File: src/rtl/timer_pkg.sv
// rtl/timer_pkg.sv - shared state encoding, widths and preset check for the countdown sequencer
package timer_pkg;

  typedef enum logic [2:0] {
    ST_IDLE   = 3'd0,
    ST_LOAD   = 3'd1,
    ST_RUN    = 3'd2,
    ST_PAUSED = 3'd3,
    ST_DONE   = 3'd4
  } state_t;

  localparam int DIGIT_W  = 4;
  localparam int PRESET_W = 16;

  localparam logic [DIGIT_W-1:0] SEC_TENS_MAX = 4'd5;
  localparam logic [DIGIT_W-1:0] DIGIT_MAX    = 4'd9;

  // A preset is startable only when it is nonzero and its seconds-tens digit is 0..5.
  function automatic logic preset_ok(input logic [PRESET_W-1:0] p);
    return (p != '0) && (p[7:4] <= SEC_TENS_MAX);
  endfunction

endpackage

File: src/rtl/tick_prescaler.sv
// rtl/tick_prescaler.sv - divides clk down to the one-second count tick, with hold and restart
module tick_prescaler #(
  parameter int TICK_DIV = 100
) (
  input  logic clk,
  input  logic clear,
  input  logic run,
  input  logic restart,
  output logic tick
);

  localparam int            CW   = $clog2(TICK_DIV);
  localparam logic [CW-1:0] LAST = CW'(TICK_DIV - 1);

  logic [CW-1:0] count;

  // Count while run is high, hold otherwise; restart zeroes the phase before a fresh run.
  always_ff @(posedge clk) begin
    if (clear || restart) begin
      count <= '0;
    end else if (run) begin
      count <= (count == LAST) ? '0 : count + 1'b1;
    end
  end

  // Tick marks the cycle in which the count wraps; the sequencer registers it into cnt_en.
  assign tick = run && (count == LAST);

endmodule

File: src/rtl/timer_sequencer.sv
// rtl/timer_sequencer.sv - countdown control FSM: keypad preset, counter load/enable, interlock; TIMER_DONE_BEEP_EN adds beep
module timer_sequencer
  import timer_pkg::*;
#(
  parameter int TICK_DIV = 100,
  parameter int DIGITS   = 4
) (
  input  logic                        clk,
  input  logic                        clear,
  input  logic                        key_valid,
  input  logic [3:0]                  key_digit,
  input  logic                        start,
  input  logic                        pause,
  input  logic                        cancel,
  input  logic                        door_closed,
  input  logic                        time_zero,
  output logic [DIGITS*DIGIT_W-1:0]   data_bcd,
  output logic                        cnt_loadn,
  output logic                        cnt_en,
  output logic                        running,
  output logic                        done,
  output logic [2:0]                  state
`ifdef TIMER_DONE_BEEP_EN
  ,
  output logic                        beep
`endif
);

  localparam int PW = DIGITS * DIGIT_W;

  state_t        st;
  logic [PW-1:0] preset;
  logic          tick;
  logic          presc_run;
  logic          presc_restart;
  logic          go;
  logic          key_ok;

  // The prescaler only advances on cycles where RUN is kept; any exit from RUN holds its phase.
  assign presc_run     = (st == ST_RUN) && !cancel && door_closed && !pause && !time_zero;
  assign presc_restart = (st == ST_LOAD);
  assign go            = start && door_closed && !pause && preset_ok(preset);
  assign key_ok        = key_valid && (key_digit <= DIGIT_MAX);
  assign state         = st;

  tick_prescaler #(
    .TICK_DIV (TICK_DIV)
  ) u_prescaler (
    .clk     (clk),
    .clear   (clear),
    .run     (presc_run),
    .restart (presc_restart),
    .tick    (tick)
  );

  // Sequencer FSM; every output is registered alongside the state.
  always_ff @(posedge clk) begin
    if (clear) begin
      st        <= ST_IDLE;
      preset    <= '0;
      data_bcd  <= '0;
      cnt_loadn <= 1'b1;
      cnt_en    <= 1'b0;
      running   <= 1'b0;
      done      <= 1'b0;
    end else begin
      cnt_loadn <= 1'b1;
      cnt_en    <= 1'b0;
      if (cancel && (st != ST_IDLE)) begin
        // Abort: zero the preset and strobe zeros into the counters for one cycle.
        st        <= ST_IDLE;
        preset    <= '0;
        data_bcd  <= '0;
        cnt_loadn <= 1'b0;
        running   <= 1'b0;
        done      <= 1'b0;
      end else begin
        case (st)
          ST_IDLE: begin
            if (cancel) begin
              preset <= '0;
            end else if (go) begin
              st        <= ST_LOAD;
              data_bcd  <= preset;
              cnt_loadn <= 1'b0;
            end else if (key_ok) begin
              preset <= {preset[PW-DIGIT_W-1:0], key_digit};
            end
          end
          ST_LOAD: begin
            st      <= ST_RUN;
            running <= 1'b1;
          end
          ST_RUN: begin
            if (!door_closed || pause) begin
              st      <= ST_PAUSED;
              running <= 1'b0;
            end else if (time_zero) begin
              st      <= ST_DONE;
              running <= 1'b0;
              done    <= 1'b1;
            end else begin
              cnt_en <= tick;
            end
          end
          ST_PAUSED: begin
            if (start && door_closed && !pause) begin
              st      <= ST_RUN;
              running <= 1'b1;
            end
          end
          ST_DONE: begin
            if (key_valid) begin
              st     <= ST_IDLE;
              preset <= '0;
              done   <= 1'b0;
            end
          end
          default: begin
            st      <= ST_IDLE;
            running <= 1'b0;
            done    <= 1'b0;
          end
        endcase
      end
    end
  end

`ifdef TIMER_DONE_BEEP_EN
  localparam int            HALF = TICK_DIV / 2;
  localparam int            BW   = (HALF > 1) ? $clog2(HALF) : 1;
  localparam logic [BW-1:0] HLAST = BW'(HALF - 1);

  logic [BW-1:0] beep_div;
  logic [2:0]    beep_half;
  logic          enter_done;

  assign enter_done = (st == ST_RUN) && !cancel && door_closed && !pause && time_zero;

  // Beep cadence: starts high on DONE entry, toggles each half period for three on/off cycles.
  always_ff @(posedge clk) begin
    if (clear) begin
      beep      <= 1'b0;
      beep_div  <= '0;
      beep_half <= '0;
    end else if (st != ST_DONE) begin
      beep      <= enter_done;
      beep_div  <= '0;
      beep_half <= '0;
    end else if (cancel || key_valid) begin
      beep <= 1'b0;
    end else if (beep_div == HLAST) begin
      beep_div <= '0;
      if (beep_half < 3'd5) begin
        beep      <= ~beep;
        beep_half <= beep_half + 3'd1;
      end else begin
        beep <= 1'b0;
      end
    end else begin
      beep_div <= beep_div + 1'b1;
    end
  end
`endif

endmodule

File: config.mk
export PLATFORM = sky130hd
export DESIGN_NAME = timer_sequencer
export DESIGN_NICKNAME = d
export VERILOG_FILES = /design/src/rtl/timer_pkg.sv /design/src/rtl/tick_prescaler.sv /design/src/rtl/timer_sequencer.sv
export SDC_FILE = /design/constraint.sdc
export NUM_CORES = 1
export LEC_CHECK = 0
export BUFFER_PORTS_ARGS = -buffer_cell sky130_fd_sc_hd__clkbuf_2
export CELL_PAD_IN_SITES_DETAIL_PLACEMENT = 1
export CELL_PAD_IN_SITES_GLOBAL_PLACEMENT = 1
export CORE_MARGIN = 3
export CORE_UTILIZATION = 45
export DETAILED_ROUTE_END_ITERATION = 8
export GPL_TIMING_DRIVEN = 0
export MAX_ROUTING_LAYER = met4
export PLACE_DENSITY = 0.88
export SLEW_MARGIN = 20
export SYNTH_ARGS = -nofsm -noshare
export SYNTH_HDL_FRONTEND = slang
export SYNTH_SLANG_ARGS = --single-unit
File: constraint.sdc
create_clock -name clk -period 5.1 [get_ports clk]
set_input_delay 0.765 -clock clk [delete_from_list [all_inputs] [get_ports clk]]
set_output_delay 0.765 -clock clk [all_outputs]
set_load 0.05 [all_outputs]
==> results of run 1 <==
kinds of logic (layout without fill, tap and decap cells):
| kind of cell | after synthesis | in the layout | synth area share [%] |
|---|---|---|---|
| AO/OA/AOI/OAI | 16 | 16 | 6.55 |
| XOR/XNOR | 6 | 6 | 2.70 |
| adder cells (fa/ha/maj) | 1 | 1 | 0.642 |
| buffers and inverters | 13 | 55 | 4.56 |
| flip-flops | 46 | 46 | 47.3 |
| multiplexers | 32 | 32 | 16.4 |
| AND/OR/NAND/NOR | 90 | 90 | 21.8 |
synthesized netlist by cell type, drive strengths merged (3+ instances only):
cell     n  share of area (%)
nor2    26                5.0
a31oi    3               0.96
mux2i   32                 16
nor4     6                2.2
dfxtp   46                 47
nand4    6                1.9
clkbuf   4               0.77
xor2     5                2.2
nand2   37                7.1
buf      5                3.0
a21oi    4                1.2
inv      4               0.77
nor3     5                1.3
nand3    3                1.4
state kept, by name, summed over array words and instances (netlist names):
register and flops:
cnt_en 1, cnt_loadn 1, data_bcd 16, done 1
preset 16, running 1, state 3, u_prescaler.count 7
routing by layer:
layer | vias to the layer above | global-route usage, %
met1 | 771 | 24.7
met4 | 0 | 6.89
met3 | 7 | 5.05
met5 | - | -
met2 | 28 | 36.3
li1 | 784 | -
cell type report:
| cell class | instances | area [um^2] |
|---|---|---|
| buffer | 9 | 73.8 |
| clock buffer | 5 | 68.8 |
| clock inverter | 3 | 68.8 |
| fill | 500 | 1770 |
| inverter | 4 | 15.0 |
| multi-input combinational | 145 | 938 |
| sequential | 46 | 921 |
| tap | 50 | 62.6 |
| timing repair buffer | 34 | 170 |
where the power goes:
group	internal, mW	switching [mW]
combinational	0.0220	0.0331
sequential	0.362	0.00425
clock	0.196	0.129
per-stage QoR:
stage	cell area (um^2)	utilization, %	power (mW)	worst slack [ps]	cells
floorplan	1950	-	0.412	2930	204
global route	2320	56.7	0.769	2510	296
global placement	2180	53.4	0.429	2640	288
CTS	2320	56.7	0.755	2780	296
detailed placement	2180	53.4	0.430	2620	288
finish	2320	56.7	0.747	2770	296
worst paths after layout:
kind,to
setup / recovery,preset[14]
hold / removal,preset[12]
setup reg to reg,preset[14]
hold reg to reg,preset[12]
worst max-delay path: stages, from the launching register on:
cell and delay, ps:
dfxtp_1 360, buf_2 210, nor2_1 120, a211oi_1 840, clkbuf_1 440, nand2_1 100
mux2i_1 170
placed cells by master (no fill, tap or decap), drive strengths merged:
cell,n
a41oi,1
a21o,1
a21oi,4
nor3,5
nor2,26
nor4,6
mux2i,32
clkinv,1
xor2,5
o211ai,1
a2111oi,1
and3,2
a22o,1
or3,1
buf,5
nand4,6
o21ai,2
clkbuf,43
bufinv,2
nand4bb,1
dfxtp,46
a211oi,2
xnor2,1
ha,1
and2b,1
nand2,37
inv,4
nand2b,1
a31oi,3
nor2b,1
nand3,3
==> metrics.md, run 1 <==
| Metric | Value |
|---|---|
| Fin crit period | 2330 ps |
| Worst Setup End Kind | register |
| Fin Setup TNS | 0 ps |
| Num ports | 35 |
| Hold wc startpoint | preset[12] |
| PwrDens | 322 nW/um^2 |
| YS warnings | 0 |
| CP Class | register to register |
| TritonCTS clock tree | built |
| Post-DRT Antenna Nets | 0 |
| R2r setup slk | 2770 ps |
| RSZ-0062 raised after global routing | no |
| Worst Skew | 6.29 ps |
| Skew-Pair Late Insertion Delay | 300 ps |
| Die Footprint | 5150 um^2 |
| Critical Path Start | state[0] |
| Netlist cell types | 34 |
| RD Place Congestion | 0.793 |
| Worst Tran Pin Value | 966 ps |
| Top layer in use | met4 |
| Relative slew slack | 35.2% |
| Outcome | finished clean |
| Clock buffer depth | 2 |
| Setup violators final | 0 |
| CP Data Required Time | 5330 ps |
| Final routed DRC violation total | 0 |
| Vias per Instance | 5.37 |
| Root Driver | clkbuf_8 |
| Largest net degree at the start of global routing | 16 |
| Critical Path Fanout Max | 10 |
| Post-synth EDFFs | 0 |
| Initial Util | 47.7% |
| Post-Route M1 WL | 2.09 mm |
| Final net count | 258 |
| Setup crit start kind | register |
| Final hold slack | 484 ps |
| Leak pwr | 1.05 nW |
| Pins over their slew limit | 0 |
| Initial antenna violation count | 0 |
| Total gr overflow | 0 |
| WL met3 | 174 um |
| Total wire length | 4.70 mm |
| Synthesized area per cell | 9.55 um^2 |
| Syn_nets | 217 |
| Worst r2r path cells | 6 |
| Most used DFF post-synth | dfxtp_1 |
| Dpl hpwl | 3.37 mm |
| Worst Path Arrival | 2550 ps |
| Mapped Cells | 204 |
| VDD IR-drop max | 0.000174 V |
| Vias | 1590 |
| Number of global-route vias before repair | 1702 |
| Synthesized area | 1950 um^2 |
| R2r startpoint | state[0] |
| #FFs+latches synth | 46 |
| Core footprint | 4090 um^2 |
| Async S/R FF share, synth | 0% |
| Crit share post-route | 45.6% |
| Routed wire length per instance | 15.9 um |
| Share of layout cells above drive strength 1 | 21.1% |
| Sequential area share after synthesis | 47.3% |
| First-pass GRT wire length | 8.25 mm |
| Worst hold path depth | 2 |
| Clk slew on worst S/H paths | 90 ps |
| Post-CTS Setup Bufs | 0 |
| Fmax | 0.430 GHz |
| Total Routing Usage GR | 21.4% |
| Initial DRC Count | 68 |
| Resized Gates After CTS | 0 |
| PortBufs | 34 |
| Met2 routed WL | 2.37 mm |
| FP Rows | 23 |
| Area growth from synthesis to layout | 19.0% |
| TritonRoute pass-1 iters | 4 |
| Width of the die | 71.8 um |
| H-tree levels | 2 |
| Max_cap viols | 0 |
| N_diodes | 0 |
| Die Span Y | 71.8 um |
| Clk sinks | 46 |
| Min-delay worst type | register to register |
| Final Hold Viols | 0 |
| CTS buffer count | 5 |
| CTS Hold Buffers Added | 0 |
No activity file was read; power rests on OpenSTA's default activity.
==> run 2: changes to the inputs <==
--- a/config.mk
+++ b/config.mk
@@ -9,11 +9,11 @@
 export CELL_PAD_IN_SITES_DETAIL_PLACEMENT = 1
 export CELL_PAD_IN_SITES_GLOBAL_PLACEMENT = 1
 export CORE_MARGIN = 3
-export CORE_UTILIZATION = 45
+export CORE_UTILIZATION = 41
 export DETAILED_ROUTE_END_ITERATION = 8
 export GPL_TIMING_DRIVEN = 0
 export MAX_ROUTING_LAYER = met4
-export PLACE_DENSITY = 0.88
+export PLACE_DENSITY = 0.82
 export SLEW_MARGIN = 20
 export SYNTH_ARGS = -nofsm -noshare
 export SYNTH_HDL_FRONTEND = slang
==> constraint.sdc (replaced) <==
create_clock -name clk -period 2.4 [get_ports clk]
set_input_delay 0.36 -clock clk [delete_from_list [all_inputs] [get_ports clk]]
set_output_delay 0.36 -clock clk [all_outputs]
set_load 0.05 [all_outputs]
==> metrics.md, run 2 (same netlist as run 1, synthesis figures left out) <==
| Metric | Value |
|---|---|
| Sw power | 0.355 mW |
| Internal power | 1.13 mW |
| Dpl hpwl | 3.34 mm |
| Number of global-route vias before repair | 1612 |
| Setup crit start kind | register |
| Initial antenna violation count | 0 |
| TritonCTS clock tree | built |
| Outcome | finished clean |
| Total wire length | 4.46 mm |
| Share of layout cells above drive strength 1 | 21.1% |
| VDD IR-drop max | 0.000390 V |
| Largest regs | data_bcd: 16 flops, preset: 16 flops, u_prescaler.count: 7 flops |
| Finished Core Util | 51.3% |
| Num ports | 35 |
| H-tree levels | 2 |
| N_diodes | 0 |
| Fin Setup TNS | 0 ps |
| Worst Skew | 5.25 ps |
| Gate power share | 7.8% |
| Max_cap viols | 0 |
| Clk slew on worst S/H paths | 90 ps |
| TritonRoute pass-1 iters | 4 |
| Worst Setup End Kind | register |
| Initial Util | 43.5% |
| Worst Tran Pin Value | 853 ps |
| Clock power share | 39.8% |
| Area growth from synthesis to layout | 17.9% |
| Width of the die | 74.9 um |
| Vias per Instance | 5.35 |
| Resized Gates After CTS | 0 |
| Leak pwr | 1.04 nW |
| Post-CTS Setup Bufs | 0 |
| Highest-delay cell along the critical path | a211oi_1 |
| Post-DRT Antenna Nets | 0 |
| Die Span Y | 74.9 um |
| # fillers | 536 |
| Final routed DRC violation total | 0 |
| Largest stage delay on the critical path | 760 ps |
| Fmax | 0.468 GHz |
| Most frequent cells in the layout | dfxtp_1, nand2_1, clkbuf_2, mux2i_1, nor2_1 |
| Clock buffer depth | 2 |
| Total gr overflow | 0 |
| Core footprint | 4470 um^2 |
| Final worst slack | 261 ps |
| Crit share post-route | 89.1% |
| CP Class | register to register |
| Min-delay worst type | input pin to register |
| PortBufs | 34 |
| Total Routing Usage GR | 18.0% |
| Switching fraction of total power | 23.9% |
| Final net count | 258 |
| Worst Path Arrival | 2370 ps |
| Register share of total power | 52.4% |
| CP Buf/Inv Count | 2 |
| Setup violators final | 0 |
| RSZ-0062 raised after global routing | no |
| Delay-heaviest family, CP | compound AO/OA/AOI/OAI gates |
| CP Cell Sequence | buf_2 -> nor2_1 -> a211oi_1 -> clkbuf_1 -> nand2_1 -> mux2i_1 |
| Root Driver | clkbuf_8 |
| Vias | 1594 |
| Largest net degree at the start of global routing | 16 |
| First-pass GRT wire length | 7.47 mm |
| Pre-CTS WS | 258 ps |
| CP Data Required Time | 2630 ps |
| Relative slew slack | 42.8% |
| Fin crit period | 2140 ps |
| Die Footprint | 5610 um^2 |
| Skew-Pair Late Insertion Delay | 300 ps |
| Critical Path Fanout Max | 10 |
| Initial DRC Count | 58 |
| Clk sinks | 46 |
| CTS buffer count | 5 |
| Routed wire length per instance | 15.0 um |
| RD Place Congestion | 0.777 |
| PwrDens | 646 nW/um^2 |
| Most common cell after layout, fill and taps aside | dfxtp_1 |
| CTS Hold Buffers Added | 0 |
| Pins over their slew limit | 0 |
| FP Rows | 24 |
| Final Hold Viols | 0 |
run 2: power by group through the flow:
stage / combinational, mW / sequential, mW / clock [mW]
after global placement: 0.115 / 0.795 / 0
after CTS: 0.118 / 0.778 / 0.606
after global routing: 0.127 / 0.779 / 0.645
after floorplan: 0.0762 / 0.800 / 0
final: 0.116 / 0.778 / 0.591
after detailed placement: 0.117 / 0.796 / 0
run 2: layout make-up:
cell class | count | area, um^2 | area share (%)
multi-input combinational | 145 | 938 | 40.9
buffer | 9 | 73.8 | 3.22
inverter | 4 | 15.0 | 0.654
tap | 52 | 65.1 | 2.83
clock buffer | 5 | 68.8 | 3.00
sequential | 46 | 921 | 40.1
clock inverter | 3 | 43.8 | 1.91
timing repair buffer | 34 | 170 | 7.41
run 2: through the flow:
step	power, mW	hold slack, ps	cells	area, um^2
2_1_floorplan	0.876	446	204	1950
3_3_place_gp	0.911	470	290	2180
3_5_place_dp	0.913	483	290	2180
4_1_cts	1.50	270	298	2300
5_1_grt	1.55	295	298	2300
6_report	1.48	278	298	2300
run 2: worst min-delay path, delay by kind of cell:
family | cells | cell delay [ps]
buffers and inverters | 1 | 80
multiplexers | 1 | 60
AND/OR/NAND/NOR | 1 | 40
run 2: path summary, 6_finish.rpt:
kind                      from         end  slack (ps)  cells after the start
hold reg to reg     preset[13]  preset[13]         490                      2
setup / recovery      state[0]   preset[5]         260                      6
setup reg to reg      state[0]   preset[5]         260                      6
hold / removal    key_digit[0]   preset[0]         280                      3
run 2: per-layer routing:
layer  up-vias  wire length (um)  share of wire (%)  track usage, %
li1        785                 -                  -               -
met1       772              1950                 44            21.6
met4         0                91                2.0            6.72
met2        28              2250                 51            29.2
met5         -                 0                  0               -
met3         9               162                3.6            4.27
==> run 3: changes to the inputs <==
--- a/config.mk
+++ b/config.mk
@@ -5,15 +5,16 @@
 export SDC_FILE = /design/constraint.sdc
 export NUM_CORES = 1
 export LEC_CHECK = 0
+export ABC_AREA = 1
 export BUFFER_PORTS_ARGS = -buffer_cell sky130_fd_sc_hd__clkbuf_2
 export CELL_PAD_IN_SITES_DETAIL_PLACEMENT = 1
 export CELL_PAD_IN_SITES_GLOBAL_PLACEMENT = 1
 export CORE_MARGIN = 3
-export CORE_UTILIZATION = 41
+export CORE_UTILIZATION = 40
 export DETAILED_ROUTE_END_ITERATION = 8
 export GPL_TIMING_DRIVEN = 0
 export MAX_ROUTING_LAYER = met4
-export PLACE_DENSITY = 0.82
+export PLACE_DENSITY = 0.84
 export SLEW_MARGIN = 20
 export SYNTH_ARGS = -nofsm -noshare
 export SYNTH_HDL_FRONTEND = slang
==> metrics.md, run 3 <==
| Metric | Value |
|---|---|
| Outcome | finished clean |
| Post-synth top area cell | dfxtp_1 |
| Width of the die | 81.8 um |
| Pins over their slew limit | 0 |
| Final Hold Viols | 0 |
| Resized Gates After CTS | 0 |
| Post-layout instance area | 2700 um^2 |
| Post-CTS Setup Bufs | 0 |
| Async S/R FF share, synth | 0% |
| Worst r2r path cells | 7 |
| H-tree levels | 2 |
| Largest net degree at the start of global routing | 15 |
| Mapped Cells | 343 |
| TritonCTS clock tree | built |
| RSZ-0062 raised after global routing | no |
| Worst Skew | 8.10 ps |
| CTS buffer count | 5 |
| Sequential area share after synthesis | 40.0% |
| Worst Setup End Kind | register |
| Vias | 2231 |
| Largest regs | data_bcd: 16 flops, preset: 16 flops, u_prescaler.count: 7 flops |
| R2r setup slk | 810 ps |
| Top cells by area, synth | dfxtp_1, nand2_1, nor2_1 |
| Initial Util | 43.1% |
| Fin Setup TNS | 0 ps |
| Core footprint | 5340 um^2 |
| Post-synth EDFFs | 0 |
| FP Rows | 26 |
| VDD IR-drop max | 0.000507 V |
| First-pass GRT wire length | 10.3 mm |
| Clk slew on worst S/H paths | 90 ps |
| Initial antenna violation count | 0 |
| Most instantiated cells after synthesis | nand2_1, nor2_1, dfxtp_1 |
| Most common cell after layout, fill and taps aside | nand2_1 |
| Share of layout cells above drive strength 1 | 18.4% |
| Syn_nets | 356 |
| Clk sinks | 46 |
| Synthesized area | 2300 um^2 |
| Die Footprint | 6700 um^2 |
| # fillers | 752 |
| Max_cap viols | 0 |
| PwrDens | 1080 nW/um^2 |
| FF-to-FF End | preset[14] |
| TritonRoute pass-1 iters | 4 |
| PortBufs | 34 |
| Dpl hpwl | 4.39 mm |
| Netlist cell types | 25 |
| Skew-Pair Late Insertion Delay | 300 ps |
| Min-delay worst type | input pin to register |
| Worst hold path depth | 3 |
| Crit share post-route | 66.3% |
| Num ports | 35 |
| Final net count | 397 |
| Synth top area share | 40.0% |
| YS warnings | 0 |
| Fmax | 0.628 GHz |
| Number of global-route vias before repair | 2210 |
| Setup violators final | 0 |
| Worst Path Arrival | 1790 ps |
| CP Data Required Time | 2600 ps |
| Root Driver | clkbuf_8 |
| Hold Path End | cnt_loadn |
| Most frequent cell after synthesis | nand2_1 |
| CTS Hold Buffers Added | 0 |
| Fin crit period | 1590 ps |
| Most frequent cells in the layout | nand2_1, nor2_1, dfxtp_1, clkbuf_2, inv_1 |
| Final routed DRC violation total | 0 |
| RD Place Congestion | 0.823 |
| Synthesized area per cell | 6.70 um^2 |
| Total gr overflow | 0 |
| R2r startpoint | state[0] |
| N_diodes | 0 |
| Hold wc startpoint | clear |
| Leak pwr | 1.37 nW |
| Post-DP Area | 2560 um^2 |
| Routed wire length per instance | 13.0 um |
| CP Class | register to register |
| Relative slew slack | 78.6% |
| Setup crit start kind | register |
| Total wire length | 5.91 mm |
| Worst Tran Pin Value | 318 ps |
| Final Total Pwr | 2.92 mW |
| Die Span Y | 81.8 um |
| Area growth from synthesis to layout | 17.4% |
| Clock buffer depth | 2 |
| Total Routing Usage GR | 20.3% |
| Post-DRT Antenna Nets | 0 |
| Final hold slack | 350 ps |
| Most used DFF post-synth | dfxtp_1 |
| Initial DRC Count | 94 |
| Vias per Instance | 4.90 |
| Critical Path Fanout Max | 10 |
| #FFs+latches synth | 46 |
[run 3: cell types whose count changed after synthesis, sizes merged, moves of 7 or more]
| cell | change |
|---|---|
| a21oi | +25 |
| buf | +9 |
| inv | +30 |
| mux2i | -32 |
| nand2 | +53 |
| nand3 | +22 |
| nor2 | +51 |
| o21ai | +7 |
[run 3: kinds of logic after synthesis]
logic type / count (synthesis) / synth area share, %
DFF: 46 / 40.0
xor gates and xnor gates: 4 / 1.52
and+or+nand+nor: 205 / 37.9
buffers and inverters: 48 / 10.3
AOI/OAI and AO/OA: 39 / 9.68
adders and majority gates: 1 / 0.544
[run 3: area by class of cell]
type	instances	area (um^2)	share of cell area [%]
repair buffers	34	170	6.30
flip-flops and latches	46	921	34.1
multi-input cells	249	1140	42.3
plain buffers	14	109	4.03
clock buffers	6	82.6	3.06
well taps	70	87.6	3.24
clock inverters	2	60.1	2.22
inverters	34	128	4.73
[run 3: metrics by stage]
| stage | instances | setup slack (ps) | utilization (%) |
|---|---|---|---|
| floorplan | 343 | 750 | - |
| global placement | 447 | 766 | 47.9 |
| detailed placement | 447 | 739 | 47.9 |
| CTS | 455 | 800 | 50.6 |
| global route | 455 | 663 | 50.6 |
| finish | 455 | 808 | 50.6 |
[run 3: critical path, cell delays in order (launching register included)]
cell	delay [ps]
dfxtp_1	380
nor2_2	210
o21ai_0	170
a21oi_4	210
buf_2	260
nand3_1	120
nand2_1	90
nor2_1	40
[run 3: worst max-delay path by stage]
stage	depth (start not counted)	start	endpoint	slack, ps
3_5_place_dp	9	door_closed	data_bcd[1]	740
3_3_place_gp	9	door_closed	data_bcd[2]	770
6_report	7	state[0]	preset[14]	810
5_1_grt	7	state[0]	preset[10]	660
2_1_floorplan	6	state[2]	preset[0]	750
4_1_cts	7	state[0]	preset[14]	800
[run 3: where the power goes]
group	switching, mW	internal, mW	leakage, nW
sequential	0.151	0.913	0.374
clock	0.272	0.444	0.0714
combinational	0.756	0.381	0.922
total	1.18	1.74	1.37
[run 3: per-layer routing]
metal | vias up | wire length, um | track usage [%]
met3 | 5 | 209 | 3.84
met4 | 0 | 66 | 5.65
li1 | 1162 | - | -
met2 | 29 | 2770 | 33.0
met1 | 1035 | 2860 | 25.6
met5 | - | 0 | -
